==> src/rtl/ps2_pkg.sv <==
// Shared PS/2 receive definitions: frame FSM states, error cause codes and
// the odd-parity check used by the frame deserializer and mouse controller.
package ps2_pkg;

   typedef enum logic [1:0] {
      IDLE  = 2'd0,
      SHIFT = 2'd1,
      CHECK = 2'd2
   } ps2_state_t;

   localparam logic [1:0] PS2_ERR_NONE    = 2'b00;
   localparam logic [1:0] PS2_ERR_PARITY  = 2'b01;
   localparam logic [1:0] PS2_ERR_STOP    = 2'b10;
   localparam logic [1:0] PS2_ERR_TIMEOUT = 2'b11;

   // Index of the stop bit among the ten bits that follow the start bit.
   localparam logic [3:0] PS2_LAST_BIT = 4'd9;

   function automatic logic odd_parity_ok(input logic [7:0] data, input logic parity);
      return ^{data, parity};
   endfunction

endpackage

==> src/rtl/ps2_line_filter.sv <==
// 2-FF synchronizer plus glitch filter for one PS/2 line. The filtered level
// follows the input only after FILTER_LEN consecutive differing samples.
module ps2_line_filter #(
   parameter int FILTER_LEN = 8
) (
   input  logic clk,
   input  logic reset,
   input  logic raw,
   output logic filtered,
   output logic fall
);

   localparam int CW = $clog2(FILTER_LEN + 1);

   logic          sync1;
   logic          sync2;
   logic [CW-1:0] cnt;

   // Synchronize, count differing samples, and strobe on a filtered 1->0 change.
   always_ff @(posedge clk) begin
      if (reset) begin
         sync1    <= 1'b1;
         sync2    <= 1'b1;
         cnt      <= '0;
         filtered <= 1'b1;
         fall     <= 1'b0;
      end else begin
         sync1 <= raw;
         sync2 <= sync1;
         fall  <= 1'b0;
         if (sync2 == filtered) begin
            cnt <= '0;
         end else if (cnt == CW'(FILTER_LEN - 1)) begin
            filtered <= sync2;
            cnt      <= '0;
            fall     <= ~sync2;
         end else begin
            cnt <= cnt + CW'(1);
         end
      end
   end

endmodule

==> src/rtl/ps2_rx_frame.sv <==
// PS/2 device-to-host frame receiver: assembles start/8 data/parity/stop
// frames on filtered clock falls and reports good bytes or rejected frames.
module ps2_rx_frame
   import ps2_pkg::*;
#(
   parameter int FILTER_LEN     = 8,
   parameter int TIMEOUT_CYCLES = 50000
) (
   input  logic       Clk,
   input  logic       Reset,
   input  logic       PS2Clk,
   input  logic       PS2Data,
   output logic [7:0] DataOut,
   output logic       DataValid,
   output logic       FrameErr,
   output logic [1:0] ErrCode,
   output logic       Busy
);

   localparam int TW = $clog2(TIMEOUT_CYCLES + 1);

   logic          fall;
   logic          clk_level_unused;
   logic          data_s1;
   logic          data_sync;

   ps2_state_t    state;
   ps2_state_t    state_next;
   logic [3:0]    bit_cnt;
   logic [3:0]    bit_cnt_next;
   logic [9:0]    shreg;
   logic [9:0]    shreg_next;
   logic [TW-1:0] tcnt;
   logic [TW-1:0] tcnt_next;
   logic          load;
   logic          err;
   logic [1:0]    err_code;

   ps2_line_filter #(
      .FILTER_LEN (FILTER_LEN)
   ) u_clk_filter (
      .clk      (Clk),
      .reset    (Reset),
      .raw      (PS2Clk),
      .filtered (clk_level_unused),
      .fall     (fall)
   );

   // Plain 2-FF synchronizer for the data line; it is only sampled on falls.
   always_ff @(posedge Clk) begin
      if (Reset) begin
         data_s1   <= 1'b1;
         data_sync <= 1'b1;
      end else begin
         data_s1   <= PS2Data;
         data_sync <= data_s1;
      end
   end

   // Frame FSM next state; bits enter at the top so data lands in shreg[7:0].
   always_comb begin
      state_next   = state;
      bit_cnt_next = bit_cnt;
      shreg_next   = shreg;
      tcnt_next    = tcnt;
      load         = 1'b0;
      err          = 1'b0;
      err_code     = PS2_ERR_NONE;
      case (state)
         IDLE: begin
            tcnt_next    = '0;
            bit_cnt_next = 4'd0;
            if (fall && !data_sync) begin
               state_next = SHIFT;
               shreg_next = 10'd0;
            end else begin
               state_next = IDLE;
            end
         end
         SHIFT: begin
            if (fall) begin
               shreg_next   = {data_sync, shreg[9:1]};
               bit_cnt_next = bit_cnt + 4'd1;
               tcnt_next    = '0;
               if (bit_cnt == PS2_LAST_BIT) begin
                  state_next = CHECK;
               end else begin
                  state_next = SHIFT;
               end
            end else begin
               if (tcnt != TW'(TIMEOUT_CYCLES)) begin
                  tcnt_next = tcnt + TW'(1);
               end else begin
                  tcnt_next = tcnt;
               end
               if (tcnt == TW'(TIMEOUT_CYCLES - 1)) begin
                  state_next = IDLE;
                  err        = 1'b1;
                  err_code   = PS2_ERR_TIMEOUT;
               end else begin
                  state_next = SHIFT;
               end
            end
         end
         CHECK: begin
            state_next = IDLE;
            if (!odd_parity_ok(shreg[7:0], shreg[8])) begin
               err      = 1'b1;
               err_code = PS2_ERR_PARITY;
            end else if (!shreg[9]) begin
               err      = 1'b1;
               err_code = PS2_ERR_STOP;
            end else begin
               load = 1'b1;
            end
         end
         default: begin
            state_next = IDLE;
         end
      endcase
   end

   // State, counters and registered outputs.
   always_ff @(posedge Clk) begin
      if (Reset) begin
         state     <= IDLE;
         bit_cnt   <= 4'd0;
         shreg     <= 10'd0;
         tcnt      <= '0;
         DataOut   <= 8'h00;
         DataValid <= 1'b0;
         FrameErr  <= 1'b0;
         ErrCode   <= PS2_ERR_NONE;
         Busy      <= 1'b0;
      end else begin
         state     <= state_next;
         bit_cnt   <= bit_cnt_next;
         shreg     <= shreg_next;
         tcnt      <= tcnt_next;
         DataValid <= load;
         FrameErr  <= err;
         Busy      <= (state_next != IDLE);
         if (load) begin
            DataOut <= shreg[7:0];
         end
         if (err) begin
            ErrCode <= err_code;
         end
      end
   end

endmodule

==> config.mk <==
export PLATFORM = sky130hd
export DESIGN_NAME = ps2_rx_frame
export DESIGN_NICKNAME = d
export VERILOG_FILES = /design/src/rtl/ps2_pkg.sv /design/src/rtl/ps2_line_filter.sv /design/src/rtl/ps2_rx_frame.sv
export SDC_FILE = /design/constraint.sdc
export NUM_CORES = 1
export LEC_CHECK = 0
export BUFFER_PORTS_ARGS = -buffer_cell sky130_fd_sc_hd__buf_2
export CORE_MARGIN = 2
export CORE_UTILIZATION = 41
export CTS_CLUSTER_DIAMETER = 40
export DETAILED_ROUTE_END_ITERATION = 12
export SETUP_SLACK_MARGIN = 0.02
export SYNTH_ARGS = -nofsm -noshare
export SYNTH_HDL_FRONTEND = slang
export SYNTH_SLANG_ARGS = --single-unit
==> constraint.sdc <==
create_clock -name Clk -period 2.9 [get_ports Clk]
set_clock_uncertainty 0.2 [all_clocks]
set_input_delay 0.29 -clock Clk [delete_from_list [all_inputs] [get_ports Clk]]
set_output_delay 0.29 -clock Clk [all_outputs]
set_load 0.02 [all_outputs]
# After elaboration in Yosys (flattened, before gate mapping)
# Index checks and enable logic that the tools add are counted.
# W data, S select, Z words.
# totals
ff_bits,55
latch_bits,0
ram_bits,0
rom_bits,0
input_bits,4
out_inout_bits,13
word_cells,70
mem_count,0
# op_classes
add_sub_neg,3
n_mul,0
div,0
n_lt_le_gt_ge,0
eq_ne,10
n_shift,0
muxes,26
bitwise,3
reduce_logical,12
# op_table
cell,count
$mux W16,2
$pmux W16 S2,1
$mux W10,2
$pmux W10 S2,1
$add A16 B1 Y16 const B,1
$eq A16 B16 Y1 const B,1
$ne A16 B16 Y1 const B,1
$mux W2,6
$mux W1,9
$reduce_xor A9 Y1,1
$add A4 B1 Y4 const B,2
$pmux W2 S2,2
$pmux W4 S2,1
$reduce_and A2 Y1,3
$reduce_or A3 Y1,2
$eq A4 B3 Y1 const B,1
$eq A4 B4 Y1 const B,1
$mux W4,1
$reduce_bool A2 Y1,2
$ne A3 B2 Y1 const B,1
$not A1 Y1,3
$reduce_and A3 Y1,1
$eq A2 B1 Y1 const B,1
$eq A2 B2 Y1 const B,1
7 further kinds,7

# Longest topological paths before layout
# logic_depth
depth_word,5
mapped_depth,8
mapped_depth_nobuf,7

# By module
# From an unflattened synthesis, not the netlist that was laid out.
# unflattened
hier_cells,287
hier_area_um2,2612.5
# by_module_without_submodules
mod,instances,cells_per_inst,area_per_inst_um2,seq_area_each_um2
ps2_rx_frame,1,261,2312.2,940.9
ps2_line_filter,1,26,300.3,160.2

# Least setup slack after synthesis
# Ideal clock, no wire load.
# synth_path
kind,register to register
start,reg tcnt[1]
end,reg ErrCode[1]
setup_ps,59
arrival_time_ps,1683
required_ps,2641
slack_ps,958
stages_incl_launch_ff,7
n_path_buf,0
period_less_slack_ps,1942
cell_sequence,dfxtp_1 > ha_1 > and4b_1 > and4_1 > a211oi_1 > a2111oi_1 > o221a_2
# synth_via
elab_chain_len,4
word_cells_on_any_way,7
classes_between,eq/ne (1); mux (6)
# synth_lines
element,line_no,text
"start, declared",ps2_rx_frame.sv:33,logic [TW-1:0] tcnt;
"start signal, assigned",ps2_rx_frame.sv:139,tcnt <= tcnt_next;
$eq A16 B16 Y1 (*),ps2_rx_frame.sv:96,if (tcnt == TW'(TIMEOUT_CYCLES - 1)) begin
$mux W2 / $mux W1 (equally long branches),ps2_rx_frame.sv:96,
$mux W2 / $mux W1 (equally long branches),ps2_rx_frame.sv:81,if (fall) begin
$pmux W2 S2 / $pmux W1 S2 (equally long branches),ps2_rx_frame.sv:69,case (state)
"end signal, assigned",ps2_rx_frame.sv:147,ErrCode <= err_code;
"end, declared",ps2_rx_frame.sv:16,"output logic [1:0] ErrCode,"
# Mark *: on every way between the ends. The rest lies on a longest branch, timed or not.
# A chain may end at the register's enable or synchronous reset.

# Final worst setup path
# layout_path
start,reg state[1]
end,reg tcnt[8]
# layout_via
elab_chain_len,3
word_cells_on_any_way,6
classes_between,eq/ne (2); mux (1); reduce/logical (3)
# layout_lines
element,line_no,text
"start, declared",ps2_rx_frame.sv:27,ps2_state_t state;
"start signal, assigned",ps2_rx_frame.sv:136,state <= state_next;
$eq A2 B1 Y1 / $logic_not A2 Y1 (equally long branches),ps2_rx_frame.sv:69,
$ne A3 B2 Y1 (no line) / $reduce_bool A2 Y1 (equally long branches),--,
$reduce_and A2 Y1 (no line),--,
# Several ways; a longest one is shown, not always the timed one.

==> results summary <==
After synthesis the cells add up to 2430 um2. The upper clock frequency limit is around 440 MHz. The total leakage power came out at 1.04 nW. The maximum resistive drop on vdd is 0.271 mV. Final hold analysis gives a worst-case slack of ~0.21 ns. The clock-pin slew on the worst setup and hold paths is roughly 0.10 ns. The final worst slack is roughly 0.65 ns. The actual transition at the worst max-transition pin came out at 0.631 ns. The hold violation count in the final report came out at 0. The area growth from synthesis to final layout came out at 12.0%. The number of max-capacitance violations reported came out at 0. The run finished with clean final reports. The number of slew-limit violations in the final report is 0.

The post-route netlist has 13.4% of its cells at a drive strength greater than 1. The row count is 28. The number of failing setup endpoints in the final timing report came out at 0. The overall die width is just over 80 um. Setup repair after global routing left no endpoint under its margin. The first-pass GRT wire length came out at 7470 um. The number of storage elements in the synthesis netlist came out at between 50 and 60.

The remaining routing DRC violations came out at 0. The wire length per cell after detailed routing came out at 12.1 um. The final core area utilization is 46.8%. The detail route stage leaves a number of antenna-violating nets equal to 0. Among all flip-flop cells after synthesis, the most frequent one is dfxtp_1. The insertion delay to the later sink of the worst-skew pair came out at 0.30 ns. In this run the tool buffered the top-level ports with 16 buffer cells. The post-layout instance count excluding filler cells came out at 366. The initial antenna violation count is 0. The kind of end point of the critical path is a flop.

Wires add up to 4440 um. The via count of the first global-routing pass was 1,644. The die area is roughly 6600 um2. The minimum setup slack after placement came out at between 0.6 and 0.7 ns. During synthesis, Yosys emitted a total of 0 warnings. The area of the core region is 5820 um2.

The required time of the worst setup path is about 2.9 ns. The power density of the placed cells is roughly 470 nW/um2. The minimum period implied by the final worst setup slack is ~2.2 ns.

The maximum net fanout on the critical path came out at 16. Averaged over all synthesized cells, the footprint is 8.93 um2. The floorplan step set the die height to 81.0 um. The number of instances in the synthesized netlist came out at 272. The clock net in this run drives a total of 55 sinks.

The maximum level of the CTS H-tree is 2. The violation count after the first detailed-route iteration came out at between 70 and 80. The headroom to the max-slew limit came out at 57.6%.

The antenna diode count came out at 0. The number of buffers inserted by post-CTS setup repair came out at 0. The tree is rooted in a clkbuf_8. The number of cells after detailed placement is 356. The final weighted congestion of routability-driven global placement is 0.810. The worst setup path is launched from a flop. The tightest min-delay check is of the reg2reg type.

The boundary pin count is 17. TritonCTS built the clock tree. The final route contains roughly 1.9k vias. The total CTS buffers is 5. In this run, synthesis inferred 0 flip-flops with an integrated enable. The arrival time of the worst setup path is 2.28 ns. In the global route stage, overall resource usage came out at 14.4%. The global route total overflow is 0. The share of the cycle needed by the critical path after routing is 77.6%.

The effective utilization at floorplan is 41.8%. Of all flip-flops after synthesis, the portion carrying an async set or reset was 0%. The first TritonRoute pass finished after 4 iterations. The total negative slack is 0 ns. The largest net degree at the start of global routing is 36. The post-synthesis sequential area ratio came out at a little under half. The synthesized net count is 284. The number of vias per cell after detailed routing is 5.06. No sink is reached through more buffers than the 2 on the longest clock path. By startpoint and endpoint, the worst setup path is classified as reg2reg. The net count of the finished layout is 302. The count of cell types in the netlist is 38. The HPWL after detailed placement is 3130 um.
## flip-flops by register name, summed over array words and instances, names as in the netlist
| name | flops |
|---|---|
| tcnt | 16 |
| data_s1 | 1 |
| DataOut | 8 |
| u_clk_filter.filtered | 1 |
| FrameErr | 1 |
| Busy | 1 |
| state | 2 |
| shreg | 10 |
| u_clk_filter.fall | 1 |
| ErrCode | 2 |
| u_clk_filter.cnt | 4 |
| bit_cnt | 4 |
| data_sync | 1 |
| u_clk_filter.sync1 | 1 |
| DataValid | 1 |
| u_clk_filter.sync2 | 1 |
## routing by layer
layer / routed length (um) / vias to the layer above / GRT usage (%)
met5: 0 / - / 0
met4: 27 / 0 / 4.07
met3: 115 / 2 / 3.33
met2: 2100 / 18 / 24.0
met1: 2200 / 868 / 18.5
li1: - / 963 / -
## area by class of cell
cell class | instances | area (um2)
clock buffers | 5 | 68.8
clock inverters | 3 | 43.8
fillers | 599 | 3090
inverters | 13 | 48.8
multi-input cells | 194 | 1240
flip-flops and latches | 55 | 1100
well taps | 75 | 93.8
repair buffers | 21 | 123
## cell usage in the layout, fill, tap and decap left out, types with 2 or more instances in the layout
master / count
a211oi_1: 2
a21oi_1: 18
a311oi_1: 3
a31oi_1: 2
and2_1: 2
and3_1: 4
and4_1: 2
and4bb_2: 2
buf_2: 16
buf_4: 3
clkbuf_8: 5
dfxtp_1: 55
dlygate4sd3_1: 2
ha_1: 8
inv_1: 13
mux2i_1: 10
nand2_1: 29
nand3_1: 18
nand3b_1: 2
nand4_1: 5
nor2_1: 36
nor3_1: 6
nor4_1: 2
o21ai_0: 3
or2_2: 5
or3_1: 3
xnor2_1: 10
xor2_1: 10
## critical path, cell delays in order, from the launching register on
cell and delay (ns):
dfxtp_1 0.35, inv_1 0.06, ha_1 0.19, buf_4 0.20
or2_2 0.37, o21ai_0 0.16, nand2_1 0.41, a21oi_1 0.23
## report_power, final
part	leakage [nW]	internal, W	switching [W]
Combinational	0.537	0.00000607	0.0000100
Clock	0.0581	0.000258	0.000248
Sequential	0.444	0.000758	0.00000158
Total	1.04	0.00102	0.000260
## metrics by stage
stage | area [um2] | power (W)
floorplan | 2430 | 0.000787
global placement | 2590 | 0.000791
detailed placement | 2590 | 0.000791
CTS | 2720 | 0.00130
global route | 2720 | 0.00133
finish | 2720 | 0.00128
## cells in the mapped netlist, types with 3 or more instances
| library cell | number | area (um2) |
|---|---|---|
| xor2_1 | 10 | 87.6 |
| mux2i_1 | 10 | 100 |
| or3_1 | 3 | 18.8 |
| nor2_1 | 36 | 135 |
| inv_1 | 13 | 48.8 |
| o21ai_0 | 3 | 15.0 |
| xnor2_1 | 10 | 87.6 |
| nand3_1 | 18 | 90.1 |
| clkbuf_1 | 9 | 33.8 |
| or2_2 | 5 | 31.3 |
| nand4_1 | 5 | 31.3 |
| ha_1 | 8 | 100 |
| a21oi_1 | 18 | 90.1 |
| dfxtp_1 | 55 | 1100 |
| and3_1 | 4 | 25.0 |
| a311oi_1 | 3 | 26.3 |
| nor3_1 | 6 | 30.0 |
| nand2_1 | 29 | 109 |
## path summary, 6_finish.rpt
path	start	endpoint	slack (ns)	cells after the start
hold reg to reg	u_clk_filter.sync1$_SDFF_PP1_	u_clk_filter.sync2$_SDFF_PP1_	0.21	1
setup reg to reg	state[1]$_SDFF_PP0_	tcnt[8]$_SDFFE_PP0P_	0.65	7
hold / removal	u_clk_filter.sync1$_SDFF_PP1_	u_clk_filter.sync2$_SDFF_PP1_	0.21	1
setup / recovery	state[1]$_SDFF_PP0_	tcnt[8]$_SDFFE_PP0P_	0.65	7
## cells by family (layout without fill, tap and decap cells)
group	count (synthesis)	after routing	share of synthesized area [%]
simple gates	121	121	24.8
fa+ha+maj	8	8	4.12
compound gates	32	32	8.08
mux	11	11	5.05
flops	55	55	45.3
buf+inv	23	42	3.55
xor+xnor	22	22	9.11
## what timing repair did
action	4_1_cts	5_1_grt
hold buffers	2	0
gates resized for setup	0	0
endpoints found under the hold margin	2	0
(Power assumes the default switching activity.)
